### src/rtl/encoder_led_ctrl_if.sv
// Pin-side bundle of the encoder/LED controller: raw encoder pins in, brightness
// state, event pulses and PWM LED out.
interface encoder_led_ctrl_if;
  logic       x_clk;
  logic       x_dt;
  logic       x_sw;
  logic [7:0] value;
  logic       step_up;
  logic       step_dn;
  logic       sw_press;
  logic       enable;
  logic       LED;

  modport master (
    output x_clk, x_dt, x_sw,
    input  value, step_up, step_dn, sw_press, enable, LED
  );

  modport slave (
    input  x_clk, x_dt, x_sw,
    output value, step_up, step_dn, sw_press, enable, LED
  );
endinterface

### src/rtl/encoder_led_ctrl.sv
// Rotary-encoder brightness controller: sync + debounce, quadrature decode, press toggle, 8-bit PWM.
// Define ENC_WRAP_EN to make the brightness wrap modulo 256 instead of saturating.
module encoder_led_ctrl #(
  parameter int unsigned DEBOUNCE_CYCLES = 50000,
  parameter int unsigned STEP            = 8,
  parameter int unsigned INIT_VAL        = 128
) (
  input  logic              clk50m,
  input  logic              rst_n,
  encoder_led_ctrl_if.slave bus
);
  localparam int unsigned NPIN  = 3;
  localparam int unsigned VAL_W = 8;
  localparam int unsigned XW    = VAL_W + 1;
  localparam int unsigned CNT_W = (DEBOUNCE_CYCLES > 1) ? $clog2(DEBOUNCE_CYCLES) : 1;
  localparam logic [CNT_W-1:0] CNT_LAST = CNT_W'(DEBOUNCE_CYCLES - 1);
  localparam logic [XW-1:0]    STEP_X   = XW'(STEP);
  localparam logic [XW-1:0]    MAX_X    = XW'(255);

  typedef enum logic [2:0] {
    S_REST, S_CW1, S_CW2, S_CW3, S_CCW1, S_CCW2, S_CCW3
  } state_t;

  logic [NPIN-1:0]  w_pins;
  logic [NPIN-1:0]  r_sync1;
  logic [NPIN-1:0]  r_sync2;
  logic [NPIN-1:0]  r_filt;
  logic [CNT_W-1:0] r_cnt [NPIN];

  logic             w_sw_fall;
  logic [1:0]       w_ab;
  logic [XW-1:0]    w_sum;
  logic [XW-1:0]    w_dif;
  logic [VAL_W-1:0] w_val_up;
  logic [VAL_W-1:0] w_val_dn;

  state_t           r_state;
  logic [VAL_W-1:0] r_value;
  logic             r_step_up;
  logic             r_step_dn;
  logic             r_sw_press;
  logic             r_enable;
  logic [VAL_W-1:0] r_pwm_cnt;
  logic             r_led;

  // bit 0 = encoder A, bit 1 = encoder B, bit 2 = button
  assign w_pins = {bus.x_sw, bus.x_dt, bus.x_clk};

  always_ff @(posedge clk50m or negedge rst_n) begin
    if (!rst_n) begin
      r_sync1 <= '1;
      r_sync2 <= '1;
      r_filt  <= '1;
      for (int i = 0; i < int'(NPIN); i++) r_cnt[i] <= '0;
    end else begin
      r_sync1 <= w_pins;
      r_sync2 <= r_sync1;
      for (int i = 0; i < int'(NPIN); i++) begin
        if (r_sync2[i] == r_filt[i]) begin
          r_cnt[i] <= '0;
        end else if (r_cnt[i] == CNT_LAST) begin
          r_filt[i] <= r_sync2[i];
          r_cnt[i]  <= '0;
        end else begin
          r_cnt[i] <= r_cnt[i] + CNT_W'(1);
        end
      end
    end
  end

  // Press is flagged on the same edge the filtered button level falls.
  assign w_sw_fall = r_filt[2] & ~r_sync2[2] & (r_cnt[2] == CNT_LAST);
  assign w_ab      = {r_filt[0], r_filt[1]};
  assign w_sum     = {1'b0, r_value} + STEP_X;
  assign w_dif     = {1'b0, r_value} - STEP_X;

`ifdef ENC_WRAP_EN
  assign w_val_up = w_sum[VAL_W-1:0];
  assign w_val_dn = w_dif[VAL_W-1:0];
`else
  assign w_val_up = (w_sum > MAX_X) ? '1 : w_sum[VAL_W-1:0];
  assign w_val_dn = w_dif[VAL_W]    ? '0 : w_dif[VAL_W-1:0];
`endif

  // Unlisted patterns (double-bit jumps) leave the state unchanged.
  always_ff @(posedge clk50m or negedge rst_n) begin
    if (!rst_n) begin
      r_state   <= S_REST;
      r_value   <= VAL_W'(INIT_VAL);
      r_step_up <= 1'b0;
      r_step_dn <= 1'b0;
    end else begin
      r_step_up <= 1'b0;
      r_step_dn <= 1'b0;
      case (r_state)
        S_REST: begin
          if      (w_ab == 2'b01) r_state <= S_CW1;
          else if (w_ab == 2'b10) r_state <= S_CCW1;
        end
        S_CW1: begin
          if      (w_ab == 2'b00) r_state <= S_CW2;
          else if (w_ab == 2'b11) r_state <= S_REST;
        end
        S_CW2: begin
          if      (w_ab == 2'b10) r_state <= S_CW3;
          else if (w_ab == 2'b01) r_state <= S_CW1;
          else if (w_ab == 2'b11) r_state <= S_REST;
        end
        S_CW3: begin
          if (w_ab == 2'b11) begin
            r_state   <= S_REST;
            r_step_up <= 1'b1;
            r_value   <= w_val_up;
          end else if (w_ab == 2'b00) begin
            r_state <= S_CW2;
          end
        end
        S_CCW1: begin
          if      (w_ab == 2'b00) r_state <= S_CCW2;
          else if (w_ab == 2'b11) r_state <= S_REST;
        end
        S_CCW2: begin
          if      (w_ab == 2'b01) r_state <= S_CCW3;
          else if (w_ab == 2'b10) r_state <= S_CCW1;
          else if (w_ab == 2'b11) r_state <= S_REST;
        end
        S_CCW3: begin
          if (w_ab == 2'b11) begin
            r_state   <= S_REST;
            r_step_dn <= 1'b1;
            r_value   <= w_val_dn;
          end else if (w_ab == 2'b00) begin
            r_state <= S_CCW2;
          end
        end
        default: r_state <= S_REST;
      endcase
    end
  end

  always_ff @(posedge clk50m or negedge rst_n) begin
    if (!rst_n) begin
      r_sw_press <= 1'b0;
      r_enable   <= 1'b1;
      r_pwm_cnt  <= '0;
      r_led      <= 1'b0;
    end else begin
      r_sw_press <= w_sw_fall;
      if (w_sw_fall) r_enable <= ~r_enable;
      r_pwm_cnt  <= r_pwm_cnt + VAL_W'(1);
      r_led      <= r_enable & (r_pwm_cnt < r_value);
    end
  end

  assign bus.value    = r_value;
  assign bus.step_up  = r_step_up;
  assign bus.step_dn  = r_step_dn;
  assign bus.sw_press = r_sw_press;
  assign bus.enable   = r_enable;
  assign bus.LED      = r_led;
endmodule
### src/flat_wrapper.sv
// flat-port wrapper written by rule: the top's interface ports become plain ports
module encoder_led_ctrl_flat 
#(
  parameter int unsigned DEBOUNCE_CYCLES = 50000,
  parameter int unsigned STEP            = 8,
  parameter int unsigned INIT_VAL        = 128
)
  (clk50m, rst_n, bus_x_clk, bus_x_dt, bus_x_sw, bus_value, bus_step_up, bus_step_dn, bus_sw_press, bus_enable, bus_LED);
  encoder_led_ctrl_if bus_i ();
  input  logic clk50m;
  input  logic rst_n;
  input wire logic [$bits(bus_i.x_clk)-1:0] bus_x_clk;
  input wire logic [$bits(bus_i.x_dt)-1:0] bus_x_dt;
  input wire logic [$bits(bus_i.x_sw)-1:0] bus_x_sw;
  output wire logic [$bits(bus_i.value)-1:0] bus_value;
  output wire logic [$bits(bus_i.step_up)-1:0] bus_step_up;
  output wire logic [$bits(bus_i.step_dn)-1:0] bus_step_dn;
  output wire logic [$bits(bus_i.sw_press)-1:0] bus_sw_press;
  output wire logic [$bits(bus_i.enable)-1:0] bus_enable;
  output wire logic [$bits(bus_i.LED)-1:0] bus_LED;
  assign bus_i.x_clk = bus_x_clk;
  assign bus_i.x_dt = bus_x_dt;
  assign bus_i.x_sw = bus_x_sw;
  assign bus_value = bus_i.value;
  assign bus_step_up = bus_i.step_up;
  assign bus_step_dn = bus_i.step_dn;
  assign bus_sw_press = bus_i.sw_press;
  assign bus_enable = bus_i.enable;
  assign bus_LED = bus_i.LED;
  encoder_led_ctrl #(.DEBOUNCE_CYCLES(DEBOUNCE_CYCLES), .STEP(STEP), .INIT_VAL(INIT_VAL)) u_core (.clk50m(clk50m), .rst_n(rst_n), .bus(bus_i));
endmodule
### config.mk
export PLATFORM = sky130hd
export DESIGN_NAME = encoder_led_ctrl_flat
export DESIGN_NICKNAME = d
export VERILOG_FILES = /design/src/rtl/encoder_led_ctrl_if.sv /design/src/rtl/encoder_led_ctrl.sv /design/src/flat_wrapper.sv
export SDC_FILE = /design/constraint.sdc
export NUM_CORES = 1
export LEC_CHECK = 0
export BUFFER_PORTS_ARGS = -buffer_cell sky130_fd_sc_hd__buf_2
export CORE_ASPECT_RATIO = 1.2
export CORE_MARGIN = 5
export CORE_UTILIZATION = 35
export CTS_BUF_LIST = sky130_fd_sc_hd__clkbuf_4
export DETAILED_ROUTE_END_ITERATION = 6
export PLACE_DENSITY_LB_ADDON = 0.08
export REMOVE_ABC_BUFFERS = 1
export SETUP_SLACK_MARGIN = 0.15
export SYNTH_ARGS = -nofsm -noshare
export SYNTH_HDL_FRONTEND = slang
export SYNTH_SLANG_ARGS = --single-unit
### constraint.sdc
create_clock -name clk50m -period 2.6 [get_ports clk50m]
set_input_delay 0.52 -clock clk50m [delete_from_list [all_inputs] [get_ports clk50m]]
set_output_delay 0.52 -clock clk50m [all_outputs]
set_load 0.01 [all_outputs]
==> flow_metrics.tcl, run 1 <==
set metrics [dict create \
    n_fill_cell 1189 \
    holdPathEnd "u_core.r_sync1[0]" \
    hpwl_mm 5.545 \
    pre_cts_ws_ns 0.5131 \
    synth_top_cells_by_area "dfrtp_1 (41%), dfstp_2 (6.9%), xnor2_1 (6.7%)" \
    die_y_um 129.7 \
    groute.layer.met3.usage_pct 2.771 \
    ctsHoldBuffers 1 \
    ys.flop_type "dfrtp_1" \
    gp_congestion 0.7675 \
    nets 465 \
    wire_per_inst_um 13.17 \
    fin_area_um2 4566 \
    fp-row-count 43 \
    finalSetupViolations 0 \
    antenna_found_initial 0 \
    grt_max_degree 46 \
    ff2ff_path_depth 7 \
    skew_ns 0.02952 \
    ctsResizeCount 0 \
    yosysTopAreaCellShare_pct 40.71 \
    critical_path_class "register to register" \
    regArea_um2 1991 \
    ys_ff_latch 79 \
    routed_wl_mm 7.943 \
    finalCritPeriodShare_pct 81.67 \
    route.detailed.drc 0 \
    syn_to_final_growth_pct 9.219 \
    tightestPinTransition_ns 0.8772 \
    r2r_slack_ns 0.48 \
    grt_pass1_vias 2897 \
    cts_tree "done" \
    yosysWarnings 0 \
    core_area_um2 11620 \
    ctsLongestPathBuffers 2 \
    synth-edff-count 0 \
    initial_core_util_pct 35.97 \
    r2r_end "u_core.bus.value[5]" \
    fp.dieW_um 109.8 \
    grt_busiest_layer "met2" \
    vias 3000 \
    slew_headroom_pct 40.98 \
    htreeDepth 3 \
    hold_viol_final 0 \
    syn-cell-area_um2 4180 \
    grt_pass1_wl_mm 13.92 \
    place_area_um2 4420 \
    firstDrtPassIters 4 \
    crit_fanout 12 \
    max_freq_mhz 470.9 \
    slew_viol_final 0 \
    synthArstFlopShare_pct 100.0 \
    outcome "finished clean" \
    power_density_nw_per_um2 452.6 \
    ys_seq_area_share_pct 47.62 \
    rsz0062_at_grt "false" \
    synth_top_area_cell "dfrtp_1" \
    grtUsageMet1_pct 16.54 \
    numPortBuffers 17 \
    syn-instance-count 425 \
    min_path_cells 1 \
    worstPathArrival_ns 2.49 \
    yosysMostFrequentCell "dfrtp_1" \
    io_pins 18 \
    cts_made_buffers 9 \
    reg2reg_from "u_core.bus.value[3]" \
    drive_gt1_share_pct 12.11 \
    grt_use_total_pct 12.21 \
    synthTopCellsByCount "dfrtp_1 (68), nor2_1 (52), xnor2_1 (32), nand3_1 (27), inv_1 (26)" \
    drtIter0Drc 178 \
    fin_tns_setup_ns 0 \
    end_kind "register" \
    ir_worst_vdd_mv 0.2393 \
    hold_start "bus_x_clk" \
    gr-usage-met2_pct 18.86 \
    path_clk_slew_ns 0.15 \
    setup_ws_ns 0.4766 \
    multiInputGateArea_um2 2021 \
    avgSynthCellArea_um2 9.836 \
    diodes 0 \
    cts_setup_buffers 0 \
    die_area_um2 14240 \
    crit_required_ns 2.96 \
    max_cap_violations 0 \
    ant_nets 0 \
    clock_sinks 79 \
    clkLatencyLatePin_ns 0.44 \
    grt.overflow.total 0 \
    root_buffer "clkbuf_4" \
    cellLeakagePower_nw 1.896 \
    hp-class "input pin to register" \
    viasPerCell 4.975 \
    synth_cell_types 54 \
    startpoint "u_core.bus.value[3]" \
    min_period_ns 2.123 \
    cp-start-kind "register" \
]
==> flip-flops by register name (all words and copies together), names as in the netlist <==
name,cells
u_core.r_cnt,48
u_core.r_pwm_cnt,8
u_core.bus.value,6
u_core.r_filt,3
u_core.r_state,3
u_core.r_sync1,3
u_core.r_sync2,3
u_core.bus.LED,1
u_core.bus.enable,1
u_core.bus.step_dn,1
u_core.bus.step_up,1
u_core.bus.sw_press,1
==> logic make-up after synthesis <==
kind of cell    Yosys count  synth area share (%)
buf+inv                  41                 4.040
flops                    79                 47.62
compound gates           55                 8.740
mux                       6                 1.526
xor+xnor                 45                 9.428
fa+ha+maj                19                 5.687
simple gates            180                 22.96
==> layout make-up <==
cell class / count / share of cell area, %
flip-flops and latches: 79 / 43.60
clock buffers: 10 / 1.644
inverters: 26 / 2.138
multi-input cells: 305 / 44.26
well taps: 157 / 4.303
repair buffers: 20 / 2.740
clock inverters: 6 / 1.315
==> critical path: stages (launching register included) <==
cell and delay [ns]:
dfrtp_1 0.57, inv_1 0.14, ha_1 0.34, nor2b_1 0.15, nor4_1 0.28, o311ai_0 0.18
buf_4 0.20, o221ai_1 0.18
==> power by group <==
part	internal (W)	switching [W]
logic	0.0000203	0.0000458
registers	0.00125	0.0000135
clock network	0.000302	0.000436
total	0.00157	0.000495
==> routing by layer <==
metal	share of wire, %	vias to the layer above
met2	47	34
li1	-	1527
met4	1.5	0
met5	0	-
met1	48	1430
met3	3.3	9
==> cell usage in the layout, fill, tap and decap left out, types with 7 or more instances in the layout <==
cell type	n
dfrtp_1	68
nor2_1	52
xnor2_1	32
nand3_1	27
inv_1	26
nand2_1	25
ha_1	19
a21oi_1	16
buf_2	16
xor2_1	13
nor4_1	11
dfstp_2	11
and3_1	10
clkbuf_4	10
o21ai_0	9
nor3_1	9
nand4_1	8
o31ai_1	7
==> how the worst max path moves through the flow <==
stage                     cells after the start                   to
final                                         7  u_core.bus.value[5]
after global routing                          7  u_core.bus.value[5]
after CTS                                     7  u_core.bus.value[5]
after detailed placement                      7  u_core.bus.value[5]
after global placement                        4      u_core.r_cnt[7]
after floorplan                               6  u_core.bus.value[5]
==> metrics by stage <==
stage | power [W] | hold WS (ns) | std cells | util (%)
2_1_floorplan | 0.001310 | 0.2244 | 410 | -
3_3_place_gp | 0.001354 | 0.3492 | 586 | 38.04
3_5_place_dp | 0.001354 | 0.3484 | 586 | 38.04
4_1_cts | 0.002124 | 0.1330 | 603 | 39.29
5_1_grt | 0.002182 | 0.1240 | 603 | 39.29
6_report | 0.002066 | 0.1814 | 603 | 39.29
Note: power is estimated with default switching activity, not from simulation.
==> inputs of run 2 (changes only) <==
Clock period 2.6 ns to 2 ns, I/O delays scaled along.
==> flow_metrics.tcl, run 2 (synthesis gave the netlist of run 1 again) <==
set metrics [dict create \
    outcome "finished clean" \
    max_freq_mhz 504.5 \
    critical_path_class "register to register" \
    ctsLongestPathBuffers 2 \
    cellLeakagePower_nw 2.040 \
    gp_congestion 0.7921 \
    regArea_um2 1992 \
    core_area_um2 11620 \
    grt.overflow.total 0 \
    wire_per_inst_um 13.80 \
    finalCritPeriodShare_pct 99.11 \
    end_kind "register" \
    cpPeakStageDelay_ns 0.57 \
    numPortBuffers 17 \
    min_period_ns 1.982 \
    total_power_w 0.002703 \
    ir_worst_vdd_mv 0.3281 \
    dr.max_layer_used "met4" \
    antenna_found_initial 0 \
    syn_to_final_growth_pct 16.25 \
    final_cell_mix "dfrtp_1 (67), nor2_1 (52), xnor2_1 (32), buf_4 (28), nand3_1 (27)" \
    initial_core_util_pct 35.97 \
    clock_sinks 79 \
    drt-met1-wl_mm 4.111 \
    ant_nets 0 \
    multiInputGateArea_um2 2088 \
    viasPerCell 5.157 \
    diodes 0 \
    largest-register "u_core.r_cnt" \
    routed_wl_mm 8.705 \
    slew_headroom_pct 71.09 \
    cp-start-kind "register" \
    grt_pass1_wl_mm 14.88 \
    pre_cts_ws_ns -0.05724 \
    cts_tree "done" \
    crit_fanout 3 \
    drive_gt1_share_pct 19.83 \
    crit_required_ns 2.38 \
    grt_max_degree 37 \
    io_pins 18 \
    die_area_um2 14240 \
    clkLatencyLatePin_ns 0.43 \
    final_common_cell "dfrtp_1" \
    nets 493 \
    fin_area_um2 4860 \
    setup_ws_ns 0.01773 \
    path_cells "or4_1 > or4_4 > nor3_4 > mux2_4" \
    power_density_nw_per_um2 556.1 \
    htreeDepth 3 \
    rsz0062_at_grt "true" \
    dr_wl_met2_mm 4.208 \
    crit_slowest_cell "or4_4" \
    die_y_um 129.7 \
    fp.dieW_um 109.8 \
    grt_pass1_vias 3178 \
    firstDrtPassIters 4 \
    slew_viol_final 0 \
    grt_use_total_pct 13.07 \
    worstPathArrival_ns 2.36 \
    finalSetupViolations 0 \
    worst_hold_slack_ns 0.05872 \
    vias 3254 \
    path_clk_slew_ns 0.14 \
    largest_reg_flops 48 \
    hpwl_mm 6.080 \
    place_area_um2 4613 \
    root_buffer "clkbuf_4" \
    cts_made_buffers 9 \
    fp-row-count 43 \
    n_fill_cell 1167 \
    drtIter0Drc 124 \
    tightestPinTransition_ns 0.4337 \
    skew_ns 0.02351 \
    hp-class "input pin to register" \
    met3_length_um 272 \
    hold_viol_final 0 \
    route.detailed.drc 0 \
    max_cap_violations 0 \
]
[run 2: cell types whose count changed in the layout (fill, tap and decap cells not counted), sizes merged]
cell,previous run,this run
inv,27,26
buf,19,47
clkbuf,10,11
[run 2: where the power goes]
| group | leakage [nW] | total, W | internal [W] | switching (W) |
|---|---|---|---|---|
| logic | 0.922 | 0.0000985 | 0.0000344 | 0.0000642 |
| clock network | 0.0759 | 0.000963 | 0.000403 | 0.000560 |
| registers | 1.04 | 0.00164 | 0.00162 | 0.0000178 |
[run 2: path summary, 6_finish.rpt]
kind | start | cells after the start | slack [ns] | end
worst max-delay path | u_core.r_cnt[12] | 4 | 0.02 | u_core.r_filt[2]
worst min-delay path | bus_x_sw | 1 | 0.06 | u_core.r_sync1[2]
worst max register to register | u_core.r_cnt[12] | 4 | 0.02 | u_core.r_filt[2]
worst min register to register | u_core.r_sync1[1] | 0 | 0.36 | u_core.r_sync2[1]
max in group asynchronous | rst_n | 3 | 0.91 | u_core.r_sync2[2]
min in group asynchronous | rst_n | 2 | 0.42 | u_core.bus.value[3]
[run 2: timing repair]
item | in CTS | in global routing
pin swaps | 1 | 6
buffers inserted | 1 | 3
setup endpoints to repair | 24 | 25
endpoints found under the hold margin | 24 | 0
hold buffers | 1 | 0
resized for setup | 8 | 12
[run 2: through the flow]
step,utilization [%],instances,TNS [ns]
CTS,41.16,628,0
finish,41.82,631,0
detailed placement,39.70,610,-0.05724
global placement,39.70,610,0
floorplan,-,410,-0.05843
global route,41.82,631,-0.08346
[run 2: area by class of cell]
cell class	instances	share of cell area, %
inverter	26	2.008
sequential	79	40.99
clock buffer	11	1.699
tap	157	4.042
clock inverter	5	1.056
multi-input combinational	305	42.97
timing repair buffer	48	7.235
[run 2: worst max-delay path: cells and delay by family, from the launching register on]
kind / cells / cell delay (ns)
multiplexers: 1 / 0.31
flip-flops: 1 / 0.40
AND/OR/NAND/NOR: 3 / 1.22
[run 2: layer usage]
| metal | vias up | track usage, % |
|---|---|---|
| met5 | - | 0 |
| met2 | 40 | 21.24 |
| met4 | 0 | 5.429 |
| li1 | 1585 | - |
| met1 | 1618 | 16.87 |
| met3 | 11 | 2.820 |
